### src/rtl/l2c_txn_sequencer_pkg.sv
// l2c_txn_sequencer_pkg: L2CPKG types and sizes shared by the L2 transaction sequencer and its LRU helper.
package L2CPKG;
  localparam int PA_BITS    = 32;
  localparam int L2_ASSOC   = 4;
  localparam int L2_LINE_SZ = 8;
  localparam int OFFSET_LEN = $clog2(L2_LINE_SZ);
  localparam int INDEX_LEN  = 4;
  localparam int TAG_LEN    = PA_BITS - INDEX_LEN - OFFSET_LEN;
  localparam int RU_LEN     = $clog2(L2_ASSOC);
  typedef enum logic [1:0] {INV, SHRD, EXCL, MOD} MESI_STATES;
  typedef enum logic [1:0] {READ, WRITE, INVALIDATE, RWIM} BUS_OP;
  typedef enum logic [1:0] {NOTHIT, HIT, HITM} SNOOP_RESP;
  typedef logic [TAG_LEN-1:0] TYP_TAG;
  typedef logic [RU_LEN-1:0] TYP_RU_NUM;
  typedef struct packed {
    MESI_STATES             mesi;
    TYP_RU_NUM              ru_num;
    TYP_TAG                 tag;
    logic [INDEX_LEN-1:0]   indx;
    logic [L2_LINE_SZ*8-1:0] data;
  } CLINE;
  typedef CLINE [L2_ASSOC-1:0] CSET;
  typedef enum logic [2:0] {IDLE, LOOKUP, WB, FILL, INVAL, UPDATE} TXN_STATE;
endpackage

### src/rtl/l2c_lru_update.sv
// l2c_lru_update: recency update for one set; accessed way becomes 0, younger valid ways age by one.
module l2c_lru_update
  import L2CPKG::*;
#(
  parameter int L2_ASSOC = L2CPKG::L2_ASSOC
) (
  input  CSET                            set_i,
  input  logic [$clog2(L2_ASSOC)-1:0]    way_i,
  output TYP_RU_NUM [L2_ASSOC-1:0]       ru_o
);
  localparam int WL = $clog2(L2_ASSOC);
  TYP_RU_NUM old;
  always_comb begin
    old = set_i[way_i].mesi == INV ? TYP_RU_NUM'(L2_ASSOC-1) : set_i[way_i].ru_num;
    for (int w = 0; w < L2_ASSOC; w++)
      ru_o[w] = WL'(w) == way_i ? '0 :
                (set_i[w].mesi != INV && set_i[w].ru_num < old) ? set_i[w].ru_num + 1'b1 :
                set_i[w].ru_num;
  end
endmodule

### src/rtl/l2c_txn_sequencer.sv
// l2c_txn_sequencer: one-at-a-time L2 lookup, victim writeback/fill, upgrade and MESI/LRU set update.
module l2c_txn_sequencer
  import L2CPKG::*;
#(
  parameter int PA_BITS  = L2CPKG::PA_BITS,
  parameter int L2_ASSOC = L2CPKG::L2_ASSOC,
  parameter int LINE_SZ  = L2CPKG::L2_LINE_SZ
) (
  input  logic                 clk,
  input  logic                 rst_n,
  input  logic                 req_valid,
  output logic                 req_ready,
  input  logic                 req_wr,
  input  logic [PA_BITS-1:0]   req_addr,
  output logic                 set_rd_en,
  output logic [INDEX_LEN-1:0] set_idx,
  input  CSET                  set_rd_data,
  output logic                 set_wr_en,
  output CSET                  set_wr_data,
  output logic                 bus_req,
  output BUS_OP                bus_op,
  output logic [PA_BITS-1:0]   bus_addr,
  input  logic                 bus_done,
  input  SNOOP_RESP            snoop_resp,
  output logic                 resp_valid,
  output logic                 resp_hit
);
  localparam int OFF = $clog2(LINE_SZ);
  localparam int WL  = $clog2(L2_ASSOC);
  TXN_STATE state_q, state_d;
  logic wr_q, hit_q;
  TYP_TAG tag_q;
  logic [INDEX_LEN-1:0] idx_q;
  CSET set_q, nset;
  logic [WL-1:0] way_q, hit_way, inv_way, lru_way, vic_way, acc_way;
  SNOOP_RESP snoop_q;
  logic hit, inv_found;
  TYP_RU_NUM [L2_ASSOC-1:0] ru_new;
  logic unused_off;
  assign unused_off = ^req_addr[OFF-1:0];
  // Descending scan so the lowest-numbered matching way wins.
  always_comb begin
    hit = 1'b0;
    hit_way = '0;
    inv_found = 1'b0;
    inv_way = '0;
    lru_way = '0;
    for (int w = L2_ASSOC-1; w >= 0; w--) begin
      if (set_rd_data[w].mesi != INV && set_rd_data[w].tag == tag_q) begin
        hit = 1'b1;
        hit_way = WL'(w);
      end
      if (set_rd_data[w].mesi == INV) begin
        inv_found = 1'b1;
        inv_way = WL'(w);
      end
      if (set_rd_data[w].ru_num == TYP_RU_NUM'(L2_ASSOC-1)) lru_way = WL'(w);
    end
  end
  assign vic_way = inv_found ? inv_way : lru_way;
  assign acc_way = hit ? hit_way : vic_way;
  always_comb begin
    state_d = state_q;
    unique case (state_q)
      IDLE:        if (req_valid) state_d = LOOKUP;
      LOOKUP:      state_d = hit ? ((wr_q && set_rd_data[hit_way].mesi == SHRD) ? INVAL : UPDATE)
                                 : (set_rd_data[vic_way].mesi == MOD ? WB : FILL);
      WB:          if (bus_done) state_d = FILL;
      FILL, INVAL: if (bus_done) state_d = UPDATE;
      UPDATE:      state_d = IDLE;
      default:     state_d = IDLE;
    endcase
  end
  always_ff @(posedge clk or negedge rst_n) begin
    if (!rst_n) begin
      state_q <= IDLE;
      wr_q <= 1'b0;
      hit_q <= 1'b0;
      tag_q <= '0;
      idx_q <= '0;
      set_q <= '0;
      way_q <= '0;
      snoop_q <= NOTHIT;
    end else begin
      state_q <= state_d;
      if (set_rd_en) begin
        wr_q <= req_wr;
        tag_q <= req_addr[PA_BITS-1 -: TAG_LEN];
        idx_q <= req_addr[OFF +: INDEX_LEN];
      end
      if (state_q == LOOKUP) begin
        set_q <= set_rd_data;
        way_q <= acc_way;
        hit_q <= hit;
      end
      if (state_q == FILL && bus_done) snoop_q <= snoop_resp;
    end
  end
  l2c_lru_update #(.L2_ASSOC(L2_ASSOC)) u_lru (
    .set_i(set_q),
    .way_i(way_q),
    .ru_o (ru_new)
  );
  // Data bytes pass through untouched; only state, recency and (on fill) tag/index change.
  always_comb begin
    nset = set_q;
    for (int w = 0; w < L2_ASSOC; w++) nset[w].ru_num = ru_new[w];
    nset[way_q].mesi = wr_q ? MOD : hit_q ? set_q[way_q].mesi : (snoop_q == NOTHIT ? EXCL : SHRD);
    if (!hit_q) begin
      nset[way_q].tag = tag_q;
      nset[way_q].indx = idx_q;
    end
  end
  assign req_ready   = state_q == IDLE;
  assign set_rd_en   = req_ready && req_valid;
  assign set_idx     = set_rd_en ? req_addr[OFF +: INDEX_LEN] : idx_q;
  assign bus_req     = state_q == WB || state_q == FILL || state_q == INVAL;
  assign bus_op      = state_q == WB ? WRITE : state_q == FILL ? (wr_q ? RWIM : READ) :
                       state_q == INVAL ? INVALIDATE : READ;
  assign bus_addr    = bus_req ? {state_q == WB ? set_q[way_q].tag : tag_q, idx_q, OFF'(0)} : '0;
  assign set_wr_en   = state_q == UPDATE;
  assign set_wr_data = set_wr_en ? nset : '0;
  assign resp_valid  = set_wr_en;
  assign resp_hit    = set_wr_en && hit_q;
endmodule

### config.mk
export PLATFORM = sky130hd
export DESIGN_NAME = l2c_txn_sequencer
export DESIGN_NICKNAME = d
export VERILOG_FILES = /design/src/rtl/l2c_txn_sequencer_pkg.sv /design/src/rtl/l2c_lru_update.sv /design/src/rtl/l2c_txn_sequencer.sv
export SDC_FILE = /design/constraint.sdc
export NUM_CORES = 1
export LEC_CHECK = 0
export CORE_AREA = 2 2 337 339
export CTS_CLUSTER_SIZE = 20
export DETAILED_ROUTE_END_ITERATION = 8
export DIE_AREA = 0 0 339 341
export PLACE_DENSITY = 0.44
export SETUP_SLACK_MARGIN = 0.15
export SKIP_CTS_REPAIR_TIMING = 1
export SLEW_MARGIN = 20
export SYNTH_ARGS = -nofsm -noshare
export SYNTH_HDL_FRONTEND = slang
export SYNTH_SLANG_ARGS = --single-unit
### constraint.sdc
create_clock -name clk -period 3.1 [get_ports clk]
set_clock_uncertainty 0.05 [all_clocks]
set_input_delay 0.465 -clock clk [delete_from_list [all_inputs] [get_ports clk]]
set_output_delay 0.465 -clock clk [all_outputs]
set_load 0.005 [all_outputs]
-- After elaboration in Yosys (flattened, before gate mapping)
Index checks and enable logic that the tools add are counted.
- muxes and demuxes: 65
- equality and inequality tests: 21
- $add $sub $neg: 4
- order comparisons: 8
- reductions and logical operators: 33
- operators by type and width (cell ; count):
    $bwmux W388 ; 3
    $mux W388 ; 2
    $bmux W97 S2 ; 3
    $demux W97 S2 ; 3
    $mux W97 ; 4
    $eq A25 B25 Y1 ; 4
    $mux W93 ; 1
    $mux W68 ; 1
    $mux W2 ; 30
    $mux W32 ; 1
    $mux W25 ; 1
    $reduce_bool A2 Y1 ; 8
    $logic_not A2 Y1 ; 7
    $logic_and A1 B1 Y1 ; 13
    $mux W3 ; 4
    $pmux W3 S4 ; 1
    $eq A2 B2 Y1 const B ; 5
    $mux W1 ; 10
    $lt A2 B3 Y1 const B ; 3
    $add A2 B1 Y2 const B ; 4
    $lt A2 B2 Y1 ; 4
    $eq A3 B2 Y1 const B ; 2
    $eq A3 B3 Y1 const B ; 2
    $ne A2 B2 Y1 const B ; 3
    other kinds (10) ; 12
- bits of input ports: 427
- output and inout bits: 432
- flip-flop bits (word level): 426
- word-level logic and storage cells: 158

-- Longest topological paths before layout
Gate-level depths: netlist of run 1.
- depth after elaboration: 13
- gate-level depth with buffers: 11
- mapped depth without buffers: 9

-- Hierarchy
From an unflattened synthesis of run 1, not the netlist that was laid out.
- cells, all modules: 2835
- area total of the unflattened synthesis: 22617.9 um^2
- by module, submodules not included (module ; area an instance (um^2) ; cells an instance ; sequential area each (um^2) ; instances):
    l2c_txn_sequencer ; 22153.7 ; 2773 ; 10660.2 ; 1
    l2c_lru_update ; 464.2 ; 62 ; 0.0 ; 1

-- Least setup slack after synthesis of run 1
OpenSTA, ideal clock, no wires.
- path type: register to output
- start point: register way_q[1]
- end point: output port set_wr_data[191] (netlist name)
- cell stages (with the launch flop): 10
- data arrival time: 2573 ps
- path buffers: 3
- setup slack: 12 ps
- data required time: 2585 ps
- cells stage by stage: dfrtp_1 > buf_2 > buf_1 > buf_1 > mux4_2 > nor2_1 > ha_1 > nor3b_1 > xnor2_1 > nor2_1
- RTL lines (element ; line ; RTL):
    start, declared ; l2c_txn_sequencer.sv:35 ; logic [WL-1:0] way_q, hit_way, inv_way, lru_way, vic_way, acc_way;
    start signal, assigned ; l2c_txn_sequencer.sv:93 ; way_q <= acc_way;
    end, declared ; l2c_txn_sequencer.sv:19 ; output CSET set_wr_data,

==> impl_metrics.csv, run 1 <==
group,metric,value,unit
critical_path,worst_ep_arrival_time,2.96,ns
worst_hold_path,min_path_type,"input port to register",
synthesis,synth_area,22500,sq um
status,status,"finished with violations",
global_routing,antenna_found_initial,38,
synthesis,synthArstFlopShare,1.00,
critical_path,cp_cell_sequence,"mux4_2, nor2_4, nor2_2, buf_6, ha_4, o21bai_4, nor2_1, nand2_1, xnor2_1, and3_4, buf_6",
placed_design,io_buffers,852,
layout,multi_input_area,11600,sq um
pwr,intPower,21.4,mW
sta,final.setup.worst_slack,-0.372,ns
pwr,pwr_density_cell,960,nW/um^2
clock_tree,root_buffer,"clkbuf_16",
critical_path,path_max_fanout,4,
sta,holdWs,0.284,ns
synthesis,synth_edf_count,0,
clock_tree,insertion_delay,0.64,ns
pwr,switching_power,16.0,mW
die,pin_count,859,
synthesis,syn_avg_cell_area,7.98,sq um
global_routing,grt_util_all_layers,0.201,
critical_path,cp_slowest_cell,"mux4_2",
clock_tree,cts_sinks,426,
detailed_routing,routed_wl,133,mm
pwr,p_comb_frac,0.533,
critical_path,path_buf_inv,2,
layout,fill_cells,11836,
clock_tree,htree_levels,2,
detailed_routing,wl_per_cell,24.6,um
synthesis,ys_seq_area_frac,0.474,
pwr,peakVddDrop,0.000472,V
placed_design,hpwlAfterDp,91.1,mm
detailed_routing,dr.pass1.iters,5,
sta,worst_pin_slew,0.860,ns
placed_design,post-place-ws,-0.362,ns
critical_path,start_kind,"register",
layout,area_growth,73.4,%
pwr,p_clk_frac,0.181,
clock_tree,tritoncts,"built",
synthesis,synth_cell_types,53,
status,violations,"negative setup slack",
die,die_y,341,um
die,die_area,116000,sq um
die,rows,123,
pwr,p_seq_frac,0.286,
synthesis,synth-seq-cells,426,
detailed_routing,drt.antenna.violating_nets,0,
die,fp.coreArea,112000,sq um
synthesis,synth_cells,2818,
sta,slew_headroom,0.427,
placed_design,place.gp.congestion,0.874,
critical_path,cpPeakStageDelay,0.56,ns
synthesis,synth_ff_type,"dfrtp_1",
sta,maxSlewViolCount,0,
sta,setup_tns,-6.56,ns
critical_path,path_class,"register to output pin",
sta,period_share,1.12,
die,initial_core_util,0.201,
sta,grt_setup_unrepaired,"true",
critical_path,cp_data_required_time,2.58,ns
clock_tree,clkTransAtPathRegs,0.06,ns
sta,fin_crit,3.47,ns
detailed_routing,drc,0,
global_routing,grt_pass1_wl,171,mm
sta,setup_viol,62,
sta,fmax,0.288,GHz
layout,fin_nets,4274,
detailed_routing,initialDrtViolationCount,1619,
clock_tree,clockBufferDepth,3,
detailed_routing,via_count,23878,
critical_path,endpoint_kind,"output pin",
critical_path,r2r_slack,0.28,ns
clock_tree,numCtsBuffers,54,
detailed_routing,viasPerCell,4.43,
layout,seq_area,10700,sq um
die,die-width,339,um
pwr,netSwitchingFraction,0.429,
critical_path,cp_top_family,"simple AND/OR/NAND/NOR gates",
global_routing,grt_remaining_overflow,0,
critical_path,crit_top_cell,"buf_6",
synthesis,ys_warn_count,0,
pwr,p_leak,22.8,nW
global_routing,grt_pass1_vias,22797,
layout,drive_above_1_share,0.190,
sta,timing_hold_violations_final,0,
run,max_cap_viol_count,0,
global_routing,grt_max_degree,118,
==> cells in the mapped netlist, types with 8 or more instances <==
cell      instances  area share
and2_1          259       0.072
nor3_1           11      0.0024
xor2_1           45       0.018
nor2_1           33      0.0055
dfrtp_1         426        0.47
a22o_1           25      0.0097
a21oi_1         127       0.028
nor4_1           15      0.0042
mux4_2           30       0.030
buf_6             8      0.0040
inv_1             8      0.0013
nand2_1        1428        0.24
nand2b_1          9      0.0025
nand4_1          18      0.0050
buf_2            16      0.0036
o21ai_0          24      0.0053
mux2_2           31       0.016
clkbuf_1        155       0.026
buf_4             9      0.0030
xnor2_1          56       0.022
nand3_1           9      0.0020
buf_1            13      0.0022
==> registers in the layout, indices dropped and copies added (netlist names) <==
signal,cells
hit_q,1
idx_q,4
set_q,388
snoop_q,2
state_q,3
tag_q,25
way_q,2
wr_q,1
==> cell type report <==
class	instances	share of cell area
inverter	8	0.00116
multi-input combinational	2185	0.298
clock inverter	22	0.00700
clock buffer	78	0.0409
sequential	426	0.274
timing repair buffer	1167	0.330
tap	1500	0.0482
timing repair inverter	1	0.000289
antenna	9	0.000578
==> routing by layer <==
metal	wire, um	track usage	up-vias
met5	334	0	-
li1	-	-	10945
met3	11700	0.0658	276
met4	6830	0.0619	48
met2	64100	0.350	1011
met1	49700	0.234	11598
==> cells by family (layout without fill, tap and decap cells) <==
| family | count (synthesis) | in the layout | synth area share |
|---|---|---|---|
| flip-flops | 426 | 426 | 0.474 |
| AND/OR/NAND/NOR | 1813 | 1813 | 0.343 |
| buffers and inverters | 209 | 1276 | 0.0400 |
| adder cells (fa/ha/maj) | 4 | 4 | 0.00223 |
| XOR/XNOR | 105 | 105 | 0.0422 |
| other | 1 | 12 | 0.000167 |
| multiplexers | 61 | 61 | 0.0456 |
| AO/OA/AOI/OAI | 199 | 199 | 0.0522 |
==> stage by stage <==
| stage | cell area (sq um) | std cells | power (mW) | util |
|---|---|---|---|---|
| 2_1_floorplan | 22500 | 2820 | 18.8 | - |
| 3_3_place_gp | 33700 | 5130 | 26.9 | 0.301 |
| 3_5_place_dp | 33700 | 5130 | 27.1 | 0.301 |
| 4_1_cts | 35600 | 5230 | 34.0 | 0.318 |
| 5_1_grt | 39000 | 5390 | 39.7 | 0.348 |
| 6_report | 39000 | 5396 | 37.4 | 0.348 |
==> power groups by stage <==
stage | clock network [mW] | logic, mW | registers [mW]
final | 6.76 | 20.0 | 10.7
after global routing | 7.15 | 21.5 | 11.0
after CTS | 6.94 | 16.5 | 10.6
after detailed placement | 0 | 16.4 | 10.7
after global placement | 0 | 16.3 | 10.7
after floorplan | 0 | 9.27 | 9.49
==> worst paths after layout <==
| check | from | end | cells after the start |
|---|---|---|---|
| worst max-delay path | way_q[0]$_DFFE_PN0P_ | set_wr_data[385] | 11 |
| worst min register to register | set_q[104]$_DFFE_PN0P_ | set_q[104]$_DFFE_PN0P_ | 2 |
| max in group asynchronous | rst_n | set_q[32]$_DFFE_PN0P_ | 3 |
| worst min-delay path | set_rd_data[212] | set_q[212]$_DFFE_PN0P_ | 3 |
| worst max register to register | tag_q[17]$_DFFE_PN0P_ | state_q[2]$_DFFE_PN0P_ | 7 |
| min in group asynchronous | rst_n | set_q[75]$_DFFE_PN0P_ | 2 |
==> tightest hold or removal path, stage by stage <==
cell,delay (ns)
clkdlybuf4s50_1,0.39
nand2_1,0.05
nand2_1,0.04
==> cell usage in the layout (no fill, tap or decap), drive strengths merged, types with 5 or more instances in the layout <==
cell	count
xnor2	60
nand3	9
nor3	11
dfrtp	426
xor2	45
clkbuf	146
mux2	31
diode	9
nand4	19
mux4	30
nor2b	5
nand2b	9
dlymetal6s2s	290
buf	352
clkinv	15
a21oi	127
nand2	1428
inv	8
clkdlybuf4s50	456
nor4	17
nor2	33
bufinv	5
and2	259
a22o	25
o21ai	25
No activity file was read; power rests on OpenSTA's default activity.
==> run 2, diff against run 1 <==
CTS_CLUSTER_DIAMETER = 30   (was default)
==> run 2 against run 1 <==
Against the previous run:
- the run still ends with negative setup slack left
- worst hold slack worse by 0.077 ns
- core utilization rose by 3.3 points
- cell count up 3.8%
- first-iteration DRC count decreased by 5.0%
- cell area up 9.4%
==> impl_metrics.csv, run 2 (same netlist as run 1, synthesis figures left out) <==
group,metric,value,unit
global_routing,grt_remaining_overflow,0,
sta,worst_pin_slew,0.967,ns
status,violations,"negative setup slack",
clock_tree,clkTransAtPathRegs,0.04,ns
detailed_routing,wl_per_cell,23.9,um
die,die_area,116000,sq um
layout,fin_nets,4405,
layout,instances_no_fill,5603,
detailed_routing,drt.antenna.violating_nets,0,
clock_tree,numCtsBuffers,147,
critical_path,path_class,"register to output pin",
global_routing,grt_pass1_vias,23859,
clock_tree,insertion_delay,0.73,ns
critical_path,worst_r2r_path_depth,7,
sta,grt_setup_unrepaired,"true",
critical_path,path_max_fanout,4,
detailed_routing,routed_wl,134,mm
detailed_routing,dr.pass1.iters,5,
critical_path,reg2reg_to,"state_q[2]$_DFFE_PN0P_",
clock_tree,htree_levels,4,
detailed_routing,drc,0,
critical_path,cp_top_family,"simple AND/OR/NAND/NOR gates",
die,die_y,341,um
die,die-width,339,um
detailed_routing,initialDrtViolationCount,1538,
detailed_routing,via_count,24806,
layout,top_register,"set_q",
critical_path,cpPeakStageDelay,0.56,ns
clock_tree,cts_sinks,426,
placed_design,io_buffers,852,
worst_hold_path,min_to,"set_q[324]$_DFFE_PN0P_",
worst_hold_path,hold_depth,3,
critical_path,worst_ep_arrival_time,3.07,ns
global_routing,grt_pass1_wl,174,mm
die,rows,123,
sta,final.setup.worst_slack,-0.482,ns
pwr,finalPower,46.1,mW
layout,largestRegisters,"set_q x388, tag_q x25, idx_q x4",
critical_path,endpoint_kind,"output pin",
worst_hold_path,min_path_type,"input port to register",
run,max_cap_viol_count,0,
layout,largest_register_ffs,388,
critical_path,cp_slowest_cell,"mux4_2",
sta,timing_hold_violations_final,0,
layout,area_growth,89.7,%
critical_path,path_buf_inv,2,
critical_path,r2r-start,"tag_q[17]$_DFFE_PN0P_",
detailed_routing,viasPerCell,4.43,
sta,fmax,0.279,GHz
layout,layout_common_cells,"nand2_1 (1360), clkdlybuf4s50_1 (428), dfrtp_1 (424)",
critical_path,start_kind,"register",
clock_tree,tritoncts,"built",
sta,fin_crit,3.58,ns
layout,drive_above_1_share,0.245,
placed_design,hpwlAfterDp,91.1,mm
sta,period_share,1.16,
sta,maxSlewViolCount,0,
layout,layout_commonest_cell,"nand2_1",
global_routing,antenna_found_initial,34,
global_routing,grt_util_all_layers,0.206,
die,pin_count,859,
placed_design,dpl.cell_count,5130,
worst_hold_path,hp-start,"set_rd_data[324]",
pwr,p_leak,24.8,nW
critical_path,r2r_slack,0.27,ns
critical_path,cp_data_required_time,2.58,ns
sta,setup_viol,126,
clock_tree,clockBufferDepth,3,
sta,slew_headroom,0.355,
critical_path,cp_cell_sequence,"mux4_2, nor2_4, nor2_2, buf_6, ha_4, o21bai_4, nor2_2, nand2_2, xnor2_1, and3_4, buf_6",
clock_tree,root_buffer,"clkbuf_16",
die,initial_core_util,0.201,
global_routing,grt_max_degree,118,
pwr,peakVddDrop,0.000473,V
die,fp.coreArea,112000,sq um
status,status,"finished with violations",
pwr,pwr_density_cell,1080,nW/um^2
placed_design,place.gp.congestion,0.874,
-- run 2: worst max-delay path by stage --
stage,startpoint,cells after the start,slack [ns],endpoint
detailed placement,way_q[0]$_DFFE_PN0P_,10,-0.36,set_wr_data[191]
global placement,way_q[0]$_DFFE_PN0P_,10,-0.33,set_wr_data[191]
CTS,way_q[0]$_DFFE_PN0P_,10,-1.17,set_wr_data[191]
finish,way_q[0]$_DFFE_PN0P_,11,-0.48,set_wr_data[385]
floorplan,way_q[1]$_DFFE_PN0P_,9,0.18,set_wr_data[191]
global route,way_q[0]$_DFFE_PN0P_,11,-0.61,set_wr_data[385]
-- run 2: layout make-up --
class | instances | area [sq um]
Fill cell | 11474 | 69200
Timing Repair Buffer | 1205 | 13000
Multi-Input combinational cell | 2185 | 12000
Sequential cell | 426 | 10700
Clock buffer | 213 | 4320
Tap cell | 1500 | 1880
Clock inverter | 55 | 728
Inverter | 8 | 45.0
Antenna cell | 10 | 25.0
Timing Repair inverter | 1 | 11.3
-- run 2: stage by stage --
stage,TNS [ns],util,hold WS (ns),cell area (sq um),setup WS (ns)
detailed placement,-2.19,0.301,0.403,33700,-0.362
finish,-22.53,0.381,0.208,42600,-0.482
floorplan,0,-,0.119,22500,0.180
global placement,-1.97,0.301,0.399,33700,-0.331
CTS,-152.91,0.347,-0.279,38800,-1.17
global route,-32.20,0.381,0.188,42600,-0.606
-- run 2: metal layers --
metal | vias up | share of wire | GRT usage
met5 | - | 0.0018 | 0
met4 | 36 | 0.056 | 0.0824
met3 | 343 | 0.094 | 0.0777
met2 | 1167 | 0.48 | 0.349
met1 | 11985 | 0.37 | 0.233
li1 | 11275 | - | -
-- run 2: worst min-delay path: stages --
cell and delay [ns]:
clkdlybuf4s50_1 0.39, nand2_1 0.05, nand2_1 0.04
-- run 2: power breakdown --
part | total, mW | internal [mW] | switching (mW) | leakage, nW
clock | 14.9 | 10.5 | 4.42 | 2.49
sequential | 10.8 | 8.40 | 2.40 | 5.23
combinational | 20.4 | 9.23 | 11.2 | 17.0
total | 46.1 | 28.1 | 18.0 | 24.8
==> run 3, diff against run 2 <==
GPL_ROUTABILITY_DRIVEN = 1   (was default)
==> results of run 3 <==
Final layout, timing and power as in run 2 (identical DEF).
